==> src/rtl/muldiv_pkg.sv <==
// rtl/muldiv_pkg.sv - shared op codes, FSM states and unit select for the HI/LO sequencer

package muldiv_pkg;

  // Control-unit request encodings; anything else behaves as a NOP.
  localparam logic [2:0] OP_NOP  = 3'b000;
  localparam logic [2:0] OP_MULT = 3'b001;
  localparam logic [2:0] OP_DIV  = 3'b010;
  localparam logic [2:0] OP_MTHI = 3'b011;
  localparam logic [2:0] OP_MTLO = 3'b100;

  typedef enum logic [2:0] {
    ST_IDLE  = 3'd0,
    ST_START = 3'd1,
    ST_ARM   = 3'd2,
    ST_RUN   = 3'd3,
    ST_ERROR = 3'd4
  } state_e;

  typedef enum logic {
    SEL_MUL = 1'b0,
    SEL_DIV = 1'b1
  } sel_e;

  // Width of a counter that must reach the larger of the two timeouts.
  function automatic int cnt_width(input int arm_to, input int run_to);
    int m;
    m = (arm_to > run_to) ? arm_to : run_to;
    return $clog2(m + 2);
  endfunction

endpackage

==> src/rtl/muldiv_hilo_ctrl.sv <==
// rtl/muldiv_hilo_ctrl.sv - MULT/DIV/MTHI/MTLO sequencer with architectural HI/LO registers

module muldiv_hilo_ctrl
  import muldiv_pkg::*;
#(
  parameter int WIDTH       = 32,
  parameter int ARM_TIMEOUT = 2,
  parameter int RUN_TIMEOUT = 40
) (
  input  logic             clock,
  input  logic             reset,
  input  logic             op_valid,
  input  logic [2:0]       op_code,
  input  logic [WIDTH-1:0] rs_val,
  input  logic [WIDTH-1:0] rt_val,
  output logic             unit_reset,
  output logic [WIDTH-1:0] unit_a,
  output logic [WIDTH-1:0] unit_b,
  output logic             mul_start,
  input  logic             mul_fim,
  input  logic [WIDTH-1:0] mul_hi,
  input  logic [WIDTH-1:0] mul_lo,
  output logic             div_start,
  input  logic             div_fim,
  input  logic [WIDTH-1:0] div_hi,
  input  logic [WIDTH-1:0] div_lo,
  output logic [WIDTH-1:0] hi,
  output logic [WIDTH-1:0] lo,
  output logic             busy,
  output logic             done,
  output logic             err,
  output logic             dz
);

  localparam int CNT_W = cnt_width(ARM_TIMEOUT, RUN_TIMEOUT);
  localparam logic [CNT_W-1:0] ARM_LAST = CNT_W'(ARM_TIMEOUT - 1);
  localparam logic [CNT_W-1:0] RUN_LAST = CNT_W'(RUN_TIMEOUT);

  state_e             state_q, state_d;
  sel_e               sel_q, sel_d;
  logic [WIDTH-1:0]   a_q, a_d;
  logic [WIDTH-1:0]   b_q, b_d;
  logic [WIDTH-1:0]   hi_q, hi_d;
  logic [WIDTH-1:0]   lo_q, lo_d;
  logic [CNT_W-1:0]   cnt_q, cnt_d;
  logic               done_q, done_d;
  logic               err_q, err_d;
  logic               dz_q, dz_d;

  logic               fim_sel;
  logic [WIDTH-1:0]   res_hi;
  logic [WIDTH-1:0]   res_lo;

  // The units share one reset with us but are active-high.
  assign unit_reset = ~reset;

  // Mux the handshake and result of whichever unit this op was issued to.
  assign fim_sel = (sel_q == SEL_MUL) ? mul_fim : div_fim;
  assign res_hi  = (sel_q == SEL_MUL) ? mul_hi  : div_hi;
  assign res_lo  = (sel_q == SEL_MUL) ? mul_lo  : div_lo;

  // Start is decoded from the one-cycle START state, so pulses are exclusive and single-cycle.
  assign mul_start = (state_q == ST_START) && (sel_q == SEL_MUL);
  assign div_start = (state_q == ST_START) && (sel_q == SEL_DIV);

  assign unit_a = a_q;
  assign unit_b = b_q;
  assign hi     = hi_q;
  assign lo     = lo_q;
  assign busy   = (state_q != ST_IDLE);
  assign done   = done_q;
  assign err    = err_q;
  assign dz     = dz_q;

  // Next-state, operand latch, timeout counter and HI/LO update.
  always_comb begin
    state_d = state_q;
    sel_d   = sel_q;
    a_d     = a_q;
    b_d     = b_q;
    hi_d    = hi_q;
    lo_d    = lo_q;
    cnt_d   = cnt_q;
    done_d  = 1'b0;
    err_d   = err_q;
    dz_d    = dz_q;

    case (state_q)
      ST_IDLE: begin
        if (op_valid) begin
          case (op_code)
            OP_MULT: begin
              a_d     = rs_val;
              b_d     = rt_val;
              sel_d   = SEL_MUL;
              err_d   = 1'b0;
              dz_d    = 1'b0;
              state_d = ST_START;
            end
            OP_DIV: begin
              err_d = 1'b0;
              if (rt_val == '0) begin
                // Retire immediately without touching the divider or HI/LO.
                dz_d   = 1'b1;
                done_d = 1'b1;
              end else begin
                a_d     = rs_val;
                b_d     = rt_val;
                sel_d   = SEL_DIV;
                dz_d    = 1'b0;
                state_d = ST_START;
              end
            end
            OP_MTHI: begin
              hi_d   = rs_val;
              done_d = 1'b1;
              err_d  = 1'b0;
              dz_d   = 1'b0;
            end
            OP_MTLO: begin
              lo_d   = rs_val;
              done_d = 1'b1;
              err_d  = 1'b0;
              dz_d   = 1'b0;
            end
            default: ;
          endcase
        end
      end

      ST_START: begin
        cnt_d   = '0;
        state_d = ST_ARM;
      end

      // The unit must acknowledge start by dropping fim within the arm window.
      ST_ARM: begin
        if (!fim_sel) begin
          cnt_d   = '0;
          state_d = ST_RUN;
        end else if (cnt_q >= ARM_LAST) begin
          state_d = ST_ERROR;
        end else begin
          cnt_d = cnt_q + CNT_W'(1);
        end
      end

      ST_RUN: begin
        if (fim_sel) begin
          hi_d    = res_hi;
          lo_d    = res_lo;
          done_d  = 1'b1;
          state_d = ST_IDLE;
        end else if (cnt_q >= RUN_LAST) begin
          state_d = ST_ERROR;
        end else begin
          cnt_d = cnt_q + CNT_W'(1);
        end
      end

      ST_ERROR: begin
        err_d   = 1'b1;
        done_d  = 1'b1;
        state_d = ST_IDLE;
      end

      default: state_d = ST_IDLE;
    endcase
  end

  // State and datapath registers; reset aborts any operation in flight.
  always_ff @(posedge clock) begin
    if (!reset) begin
      state_q <= ST_IDLE;
      sel_q   <= SEL_MUL;
      a_q     <= '0;
      b_q     <= '0;
      hi_q    <= '0;
      lo_q    <= '0;
      cnt_q   <= '0;
      done_q  <= 1'b0;
      err_q   <= 1'b0;
      dz_q    <= 1'b0;
    end else begin
      state_q <= state_d;
      sel_q   <= sel_d;
      a_q     <= a_d;
      b_q     <= b_d;
      hi_q    <= hi_d;
      lo_q    <= lo_d;
      cnt_q   <= cnt_d;
      done_q  <= done_d;
      err_q   <= err_d;
      dz_q    <= dz_d;
    end
  end

endmodule

==> config.mk <==
export PLATFORM = sky130hd
export DESIGN_NAME = muldiv_hilo_ctrl
export DESIGN_NICKNAME = d
export VERILOG_FILES = /design/src/rtl/muldiv_pkg.sv /design/src/rtl/muldiv_hilo_ctrl.sv
export SDC_FILE = /design/constraint.sdc
export NUM_CORES = 1
export LEC_CHECK = 0
export ABC_AREA = 0
export CAP_MARGIN = 20
export CORE_ASPECT_RATIO = 0.8
export CORE_MARGIN = 10
export CORE_UTILIZATION = 45
export DETAILED_ROUTE_END_ITERATION = 12
export GPL_TIMING_DRIVEN = 0
export PLACE_DENSITY_LB_ADDON = 0.1
export SETUP_SLACK_MARGIN = 0.15
export SYNTH_ARGS = -nofsm -noshare
export SYNTH_HDL_FRONTEND = slang
export SYNTH_SLANG_ARGS = --single-unit
export TNS_END_PERCENT = 5
==> constraint.sdc <==
create_clock -name clock -period 4.5 [get_ports clock]
set_input_delay 0.9 -clock clock [delete_from_list [all_inputs] [get_ports clock]]
set_output_delay 0.9 -clock clock [all_outputs]
set_load 0.05 [all_outputs]
==> results of run 1 <==
## worst paths after layout
kind / endpoint / slack, ps / cells after the start
setup / recovery: div_start / 500 / 5
hold / removal: hi[0]$_SDFFE_PN0P_ / 450 / 2
setup reg to reg: lo[7]$_SDFFE_PN0P_ / 1880 / 6
hold reg to reg: hi[0]$_SDFFE_PN0P_ / 450 / 2
## kinds of logic after synthesis
group                      after synthesis  share of synthesized area
AOI/OAI and AO/OA                      280                      0.297
and+or+nand+nor                        249                      0.145
DFF                                    141                      0.387
buffers and inverters                  110                     0.0631
muxes                                   66                     0.0908
xor gates and xnor gates                 8                    0.00961
adders and majority gates                4                    0.00686
## power by group
part	total (mW)	internal [mW]	switching (mW)
sequential	1.33	1.30	0.0382
combinational	0.817	0.352	0.465
clock	1.42	0.868	0.549
total	3.57	2.52	1.05
## area by class of cell
| type | instances | area, um2 |
|---|---|---|
| multi-input cells | 607 | 4010 |
| fillers | 1286 | 4370 |
| plain buffers | 81 | 352 |
| clock buffers | 21 | 480 |
| diodes | 1 | 2.50 |
| clock inverters | 9 | 113 |
| well taps | 215 | 269 |
| flip-flops and latches | 141 | 2820 |
| repair buffers | 332 | 3320 |
| inverters | 29 | 109 |
## registers in the layout, summed over array words and instances (netlist names)
name,cells
hi,32
unit_a,32
done,1
cnt_q,6
dz,1
state_q,3
lo,32
err,1
sel_q,1
unit_b,32
## layout by cell type, fill, tap and decap left out, types with 3 or more instances in the layout
master	n
clkdlybuf4s50_1	332
buf_1	9
inv_1	27
a221oi_2	19
clkinvlp_4	4
clkbuf_16	17
a22oi_1	42
buf_4	4
clkbuf_1	52
clkbuf_8	4
ha_1	4
nor3_1	5
dfxtp_1	141
mux2i_1	65
a211oi_1	32
a211o_1	32
nand3_1	7
o41ai_1	22
xnor2_1	7
nand2_1	79
a22o_1	31
o21ai_0	6
a31oi_1	12
nor2_1	130
buf_2	14
nand4_1	3
a21oi_1	71
nor4_1	11
## critical path, delay by kind of cell, from the launching register on
kind	cells	cell delay (ps)
simple gates	1	380
buf+inv	4	1990
flops	1	300
## layer usage
metal | wire (um) | track usage | part of all wire | vias up
li1 | - | - | - | 3872
met1 | 12600 | 0.336 | 0.40 | 3885
met2 | 14500 | 0.437 | 0.46 | 453
met3 | 3740 | 0.107 | 0.12 | 47
met4 | 720 | 0.0822 | 0.023 | 0
met5 | 0 | 0 | 0 | -
==> summary.md, run 1 <==
| Metric | Value |
|---|---|
| Critical path capture point type | `output port` |
| CP arrival | `3100 ps` |
| Most instantiated library cell after synthesis | `dfxtp_1` |
| DIE HEIGHT | `134 um` |
| Final Setup Violations | `0` |
| Hold-fix buffers, CTS | `0` |
| Worst path most repeated cell | `buf_2` |
| Initial antenna violation count | `1` |
| Hold Slack | `452 ps` |
| Clock Skew | `8.78 ps` |
| Start point of the critical path | `sel_q$_SDFFE_PN0P_` |
| Routed wire length | `31500 um` |
| Post_cts resized | `0` |
| Data required, critical path | `3600 ps` |
| All-Layer GR Usage | `0.275` |
| Maximum clock path buffer count | `2` |
| Syn avg cell area | `8.50 um2` |
| Number of flops mapped to enable cells by yosys | `0` |
| Seq cells post-synth | `141` |
| Power per cell area | `311 mW/mm2` |
| Layout Cells excl Fill | `1436` |
| Final Core Density | `0.724` |
| Initial Util | `0.460` |
| Synth top area cells | `dfxtp_1, mux2i_1, nor2_1` |
| Pre-CTS setup slack | `608 ps` |
| Worst-path fanout max | `10` |
| Synth cell count leaders | `dfxtp_1, nor2_1, nand2_1` |
| I/O Pins | `335` |
| # DRC | `0` |
| Number of global-route vias before repair | `8169` |
| First-pass GRT wire length | `47300 um` |
| Die Wd | `162 um` |
| Hold Startpoint | `hi[0]$_SDFFE_PN0P_` |
| Sequential area share after synthesis | `0.387` |
| Port bufs | `332` |
| Slew headroom | `0.303` |
| Clock sinks | `141` |
| CTS HTree Levels | `4` |
| Fin crit period | `4000 ps` |
| # rows | `41` |
| GP Congestion | `0.901` |
| Post-CTS Setup Repair Bufs | `0` |
| Crit path kind | `reg -> out` |
| Predominant post-synthesis flop cell | `dfxtp_1` |
| Yosys warnings | `0` |
| Post-DP Area | `0.0109 mm2` |
| Post-DRT Antenna Nets | `0` |
| Largest net degree at the start of global routing | `17` |
| CTS clock-pin slew for the worst setup and hold paths | `60 ps` |
| Die ar. | `0.0217 mm2` |
| Fraction of registers with async set/reset | `0` |
| Syn nets | `1062` |
| Status | `complete, no violations` |
| Power Total | `3.57 mW` |
| CTS tree | `done` |
| Post-Syn Instances | `858` |
| Setup TNS Final | `0 ps` |
| Placed cells | `1405` |
| Synth top area share | `0.387` |
| Via density | `5.75` |
| Via count | `8257` |
| Peak supply drop | `0.000263 V` |
| Final instance area | `0.0115 mm2` |
| Cts bufs inserted | `17` |
| Cells along the critical path | `buf_2 > buf_2 > buf_1 > nor4bb_1 > clkdlybuf4s50_1` |
| CORE AREA | `0.0159 mm2` |
| Worst hold path type | `reg -> reg` |
| Final nets | `1413` |
| R2R Path Start | `sel_q$_SDFFE_PN0P_` |
| CP peak stage delay | `860 ps` |
| DRT iter0 DRCs | `665` |
| GR Overflow Total | `0` |
| Layout area overhead | `57.4%` |
| Avg WL per Cell | `21.9 um` |
| Clock Latency Late Sink | `430 ps` |
| Pre-Repair DR Iteration Count | `5` |
| Final hold violation count | `0` |
| Max capacitance violation total | `0` |
| Tcrit/Tclk final | `0.889` |
| Layout cells sized above 1 | `0.0648` |
| Synth Cell Area | `0.00729 mm2` |
| Worst-margin pin slew | `1050 ps` |
| Final Max Slew Viols | `0` |
| Startpoint Class | `register` |
| Cell accounting for the most synthesized area | `dfxtp_1` |
| LEAKAGE | `3.97 nW` |
| Count of cell types in the netlist | `50` |
| Slowest CP cell | `clkdlybuf4s50_1` |
| CTS Root Cell | `clkbuf_16` |
| Post-DP HPWL | `24500 um` |
| Setup WS post-layout | `497 ps` |
| Peak Freq | `0.250 GHz` |
| RSZ-0062 raised after global routing | `no` |
Power figures use the tool's default switching activity.
==> inputs of run 2 (changes only) <==
--- a/config.mk
+++ b/config.mk
@@ -10,9 +10,12 @@
 export CORE_ASPECT_RATIO = 0.8
 export CORE_MARGIN = 10
 export CORE_UTILIZATION = 45
+export CTS_CLUSTER_DIAMETER = 40
 export DETAILED_ROUTE_END_ITERATION = 12
 export GPL_TIMING_DRIVEN = 0
+export HOLD_SLACK_MARGIN = 0.08
 export PLACE_DENSITY_LB_ADDON = 0.1
+export REMOVE_ABC_BUFFERS = 1
 export SETUP_SLACK_MARGIN = 0.15
 export SYNTH_ARGS = -nofsm -noshare
 export SYNTH_HDL_FRONTEND = slang
==> run 2 against run 1 <==
Sequential share of layout area about the same. Design area increased by 0.27%. Clock-buffer cell count decreased by 3. Register-to-register slack got worse by 50 ps. Maximum frequency increased by 7.1%. Critical endpoint is now unit_reset.
==> summary.md, run 2 (synthesis gave the netlist of run 1 again) <==
| Metric | Value |
|---|---|
| DRT iter0 DRCs | `522 (-22%)` |
| Start point of the critical path | `reset` |
| Clock power share | `0.396 (about the same)` |
| Port bufs | `334 (+0.60%)` |
| Post-DRT Antenna Nets | `0 (unchanged)` |
| Layout cells sized above 1 | `0.0725 (+0.00772)` |
| LEAKAGE | `3.97 nW (-0.13%)` |
| Data required, critical path | `3600 ps (about the same)` |
| Cts bufs inserted | `17 (unchanged)` |
| Layout Cells excl Fill | `1374 (-4.3%)` |
| Register share of total power | `0.380 (+0.006)` |
| I/O Pins | `335 (unchanged)` |
| Avg WL per Cell | `19.5 um (-11%)` |
| P_int | `2.48 mW (-1.3%)` |
| Worst hold path type | `reg -> reg` |
| CP peak stage delay | `920 ps (+60 ps)` |
| Commonest non-fill, non-tap cell in the layout | `clkdlybuf4s50_1` |
| Fin crit period | `3740 ps (-264 ps)` |
| CTS Root Cell | `clkbuf_16` |
| ANT cells | `0 (-1)` |
| Hold Startpoint | `hi[4]$_SDFFE_PN0P_` |
| Clock sinks | `141 (unchanged)` |
| Post-CTS Setup Repair Bufs | `0 (unchanged)` |
| Worst-margin pin slew | `922 ps (-124 ps)` |
| Setup TNS Final | `0 ps (unchanged)` |
| Cells along the critical path | `clkdlybuf4s50_1 > inv_4 > clkdlybuf4s50_1` |
| Via count | `7563 (-8.4%)` |
| Tcrit/Tclk final | `0.831 (-0.0587)` |
| Number of global-route vias before repair | `7331 (-10%)` |
| Final Setup Violations | `0 (unchanged)` |
| Most frequent cells in the layout | `clkdlybuf4s50_1, dfxtp_1, nor2_1` |
| RSZ-0062 raised after global routing | `no` |
| Largest net degree at the start of global routing | `83 (+66)` |
| Die Wd | `162 um (unchanged)` |
| First-pass GRT wire length | `41300 um (-13%)` |
| Status | `complete, no violations` |
| FF-to-FF path depth | `7 (+1)` |
| Startpoint Class | `input port` |
| Hold-fix buffers, CTS | `0 (unchanged)` |
| Critical path capture point type | `output port` |
| Final nets | `1350 (-4.5%)` |
| Power per cell area | `306 mW/mm2 (-1.7%)` |
| CTS tree | `done` |
| Worst-path fanout max | `55 (+45)` |
| Layout area overhead | `57.8%` |
| Routed wire length | `26800 um (-15%)` |
| # rows | `41 (unchanged)` |
| Post-DP HPWL | `20300 um (-17%)` |
| CORE AREA | `0.0159 mm2 (unchanged)` |
| Comb pwr share | `0.224 (-0.005)` |
| Hold Path Sink | `hi[4]$_SDFFE_PN0P_` |
| Clock Latency Late Sink | `420 ps (about the same)` |
| GR Overflow Total | `0 (unchanged)` |
| Initial Util | `0.460 (unchanged)` |
| Final hold violation count | `0 (unchanged)` |
| CP arrival | `2840 ps (-260 ps)` |
| DIE HEIGHT | `134 um (unchanged)` |
| Pre-CTS setup slack | `736 ps (+128 ps)` |
| Slowest CP cell | `clkdlybuf4s50_1` |
| Peak Freq | `0.267 GHz (+7.1%)` |
| Via density | `5.50 (-4.3%)` |
| Crit path kind | `in -> out` |
| Die ar. | `0.0217 mm2 (unchanged)` |
| CTS HTree Levels | `4 (unchanged)` |
| Final Max Slew Viols | `0 (unchanged)` |
| R2R setup slack | `1830 ps (-50 ps)` |
| Placed cells | `1342 (-4.5%)` |
| Maximum clock path buffer count | `2 (unchanged)` |
| R2R Path Start | `state_q[0]$_SDFFE_PN0P_` |
| Slew headroom | `0.386 (+0.0828)` |
| NetSw | `1.03 mW (-1.6%)` |
| GP Congestion | `0.805 (-11%)` |
| Sw frac | `0.294 (-0.000687)` |
| Pre-Repair DR Iteration Count | `5 (unchanged)` |
| Clock Skew | `8.65 ps (-0.131 ps)` |
| Initial antenna violation count | `0 (-1)` |
| Post-DP Area | `0.0109 mm2 (+0.40%)` |
| Final instance area | `0.0115 mm2 (+0.27%)` |
| Max capacitance violation total | `0 (unchanged)` |
| Hold path cells | `2 (unchanged)` |
| All-Layer GR Usage | `0.235 (-0.0394)` |
| Post_cts resized | `0 (unchanged)` |
| # DRC | `0 (unchanged)` |
| Reg2reg end | `hi[30]$_SDFFE_PN0P_` |
| CTS clock-pin slew for the worst setup and hold paths | `60 ps (about the same)` |
| Peak supply drop | `0.000276 V (+4.9%)` |
| Setup WS post-layout | `762 ps (+264 ps)` |
| Worst path most repeated cell | `clkdlybuf4s50_1` |
-- run 2: through the flow --
step           power, mW  hold WS [ps]  utilization
3_5_place_dp        2.15           445        0.689
4_1_cts             3.54           452        0.726
5_1_grt             3.65           467        0.726
3_3_place_gp        2.12           437        0.666
6_report            3.52           449        0.726
2_1_floorplan       1.76           497            -
-- run 2: worst max-delay path, delay by kind of cell --
family	cells	cell delay, ps
buf+inv	3	1920
-- run 2: layer usage --
metal	vias to the layer above	GRT usage	part of all wire
li1	3752	-	-
met1	3500	0.276	0.41
met2	283	0.399	0.48
met3	28	0.0792	0.088
met4	0	0.0676	0.019
met5	-	0	0
-- run 2: cell type report --
type	count	area, um2
sequential	141	2830
clock inverter	14	144
fill	1217	4340
clock buffer	18	439
tap	215	269
timing repair buffer	350	3670
inverter	29	111
multi-input combinational	607	4050
-- run 2: worst max path at each step --
stage / endpoint / slack, ps / cells after the start
global route: unit_reset / 680 / 3
finish: unit_reset / 760 / 3
global placement: unit_b[7]$_SDFFE_PN0P_ / -2520 / 6
CTS: unit_reset / 760 / 3
detailed placement: unit_a[22]$_SDFFE_PN0P_ / 740 / 8
floorplan: div_start / -490 / 1
-- run 2: power by group through the flow --
stage	clock network, mW	registers [mW]	logic (mW)
3_3_place_gp	0	1.37	0.756
3_5_place_dp	0	1.36	0.787
4_1_cts	1.41	1.34	0.791
6_report	1.39	1.34	0.788
2_1_floorplan	0	1.51	0.245
5_1_grt	1.47	1.34	0.840
==> inputs of run 3 (changes only) <==
--- a/config.mk
+++ b/config.mk
@@ -9,7 +9,7 @@
 export CAP_MARGIN = 20
 export CORE_ASPECT_RATIO = 0.8
 export CORE_MARGIN = 10
-export CORE_UTILIZATION = 45
+export CORE_UTILIZATION = 42
 export CTS_CLUSTER_DIAMETER = 40
 export DETAILED_ROUTE_END_ITERATION = 12
 export GPL_TIMING_DRIVEN = 0
==> constraint.sdc (replaced) <==
create_clock -name clock -period 3.5 [get_ports clock]
set_input_delay 0.7 -clock clock [delete_from_list [all_inputs] [get_ports clock]]
set_output_delay 0.7 -clock clock [all_outputs]
set_load 0.05 [all_outputs]
==> run 3 against run 2 <==
Largest cell class unchanged. Critical path depth is the same. Clock power grew 46%. Design area grew 0.83%. Routed wire length shrank 0.56%. Sequential power grew 28%. Power grew 35%. Critical path type is now reg -> out. Critical endpoint is now div_start. Die area grew 6.2%. Worst setup slack lost 560 ps. Cell count grew 0.73%.
==> summary.md, run 3 (synthesis gave the netlist of run 1 again) <==
| Metric | Value |
|---|---|
| Status | `complete, no violations` |
| Clock Skew | `10.0 ps (+1.37 ps)` |
| Routed wire length | `26600 um (-0.56%)` |
| Clock Latency Late Sink | `420 ps (about the same)` |
| GR Overflow Total | `0 (unchanged)` |
| # rows | `43 (+4.9%)` |
| Final hold violation count | `0 (unchanged)` |
| Final nets | `1350 (unchanged)` |
| Power per cell area | `411 mW/mm2 (+34%)` |
| Pre-CTS setup slack | `145 ps (-591 ps)` |
| Critical path capture point type | `output port` |
| Post_cts resized | `1 (+1)` |
| Maximum clock path buffer count | `2 (unchanged)` |
| Max capacitance violation total | `0 (unchanged)` |
| Peak supply drop | `0.000320 V (+16%)` |
| Final Core Density | `0.674 (-0.0521)` |
| Number of global-route vias before repair | `7299 (-0.44%)` |
| Clock sinks | `141 (unchanged)` |
| Crit path kind | `reg -> out` |
| Final Setup Violations | `0 (unchanged)` |
| Most frequent cells in the layout | `clkdlybuf4s50_1, dfxtp_1, nor2_1` |
| I/O Pins | `335 (unchanged)` |
| Final Max Slew Viols | `0 (unchanged)` |
| CP arrival | `2600 ps (-240 ps)` |
| Slew headroom | `0.363 (-0.0221)` |
| Die ar. | `0.0231 mm2 (+6.2%)` |
| Post-DRT Antenna Nets | `0 (unchanged)` |
| Post-CTS Setup Repair Bufs | `0 (unchanged)` |
| Via count | `7594 (+0.41%)` |
| Post-DP HPWL | `19900 um (-2.2%)` |
| First-pass GRT wire length | `41300 um (+0.10%)` |
| Port bufs | `334 (unchanged)` |
| Peak Freq | `0.303 GHz` |
| Worst hold path type | `reg -> reg` |
| Die Wd | `167 um (+3.1%)` |
| Layout area overhead | `59.2%` |
| All-Layer GR Usage | `0.220 (-0.0154)` |
| Initial antenna violation count | `0 (unchanged)` |
| Data required, critical path | `2800 ps (-800 ps)` |
| Post-DP Area | `0.0109 mm2 (+0.11%)` |
| Largest net degree at the start of global routing | `81 (-2.4%)` |
| Tcrit/Tclk final | `0.942` |
| DIE HEIGHT | `138 um (+3.0%)` |
| Via density | `5.49 (-0.32%)` |
| Avg WL per Cell | `19.2 um (-1.3%)` |
| CTS tree | `done` |
| DRT iter0 DRCs | `628 (+20%)` |
| Final instance area | `0.0116 mm2 (+0.83%)` |
| Layout cells sized above 1 | `0.0725 (unchanged)` |
| LEAKAGE | `4.03 nW (+1.5%)` |
| ANT cells | `0 (unchanged)` |
| Hold-fix buffers, CTS | `0 (unchanged)` |
| RSZ-0062 raised after global routing | `yes` |
| Commonest non-fill, non-tap cell in the layout | `clkdlybuf4s50_1` |
| Cts bufs inserted | `17 (unchanged)` |
| CORE AREA | `0.0172 mm2 (+8.6%)` |
| Fin crit period | `3300 ps` |
| Fillers | `1447 (+19%)` |
| Pre-Repair DR Iteration Count | `7 (+2)` |
| Startpoint Class | `register` |
| GP Congestion | `0.792 (-1.6%)` |
| Initial Util | `0.424 (-0.0365)` |
| # DRC | `0 (unchanged)` |
| CTS HTree Levels | `4 (unchanged)` |
| Power Total | `4.77 mW (+35%)` |
| Worst-path fanout max | `48 (-13%)` |
| CTS Root Cell | `clkbuf_16` |
| Setup WS post-layout | `202 ps (-559 ps)` |
| CTS clock-pin slew for the worst setup and hold paths | `70 ps (about the same)` |
| Worst-margin pin slew | `955 ps (+33.2 ps)` |
[run 3: layer usage]
layer  global-route usage  routed length (um)  vias to the layer above
met3               0.0799                2180                       17
met5                    0                   0                        -
met1                0.271               11600                     3538
met4               0.0458                 268                        0
li1                     -                   -                     3760
met2                0.364               12600                      279
[run 3: path summary, 6_finish.rpt]
path | start | to | slack (ps) | cells past startpoint
max | sel_q$_SDFFE_PN0P_ | div_start | 200 | 3
min | hi[29]$_SDFFE_PN0P_ | hi[29]$_SDFFE_PN0P_ | 450 | 2
max reg2reg | sel_q$_SDFFE_PN0P_ | lo[9]$_SDFFE_PN0P_ | 540 | 8
min reg2reg | hi[29]$_SDFFE_PN0P_ | hi[29]$_SDFFE_PN0P_ | 450 | 2
[run 3: per-stage QoR]
| stage | hold slack (ps) | std cells | setup TNS [ps] |
|---|---|---|---|
| 3_5_place_dp | 443 | 1352 | 0 |
| 6_report | 450 | 1384 | 0 |
| 2_1_floorplan | 497 | 777 | -113230 |
| 3_3_place_gp | 438 | 1336 | -420960 |
| 5_1_grt | 478 | 1384 | 0 |
| 4_1_cts | 452 | 1384 | 0 |
[run 3: cell type report]
| type | count | area [um2] | area share |
|---|---|---|---|
| multi-input cells | 607 | 4050 | 0.349 |
| well taps | 225 | 282 | 0.0243 |
| inverters | 29 | 114 | 0.00981 |
| clock buffers | 17 | 425 | 0.0366 |
| repair buffers | 350 | 3670 | 0.316 |
| flip-flops and latches | 141 | 2830 | 0.244 |
| clock inverters | 15 | 235 | 0.0203 |
[run 3: where the power goes]
part	switching (mW)	internal, mW
Combinational	0.553	0.463
Clock	0.750	1.28
Sequential	0.0543	1.66
Total	1.36	3.41
[run 3: worst max-delay path, cell delays in order, from the launching register on]
cell	delay, ps
dfxtp_4	620
buf_16	330
nor4bb_1	330
clkdlybuf4s50_1	870
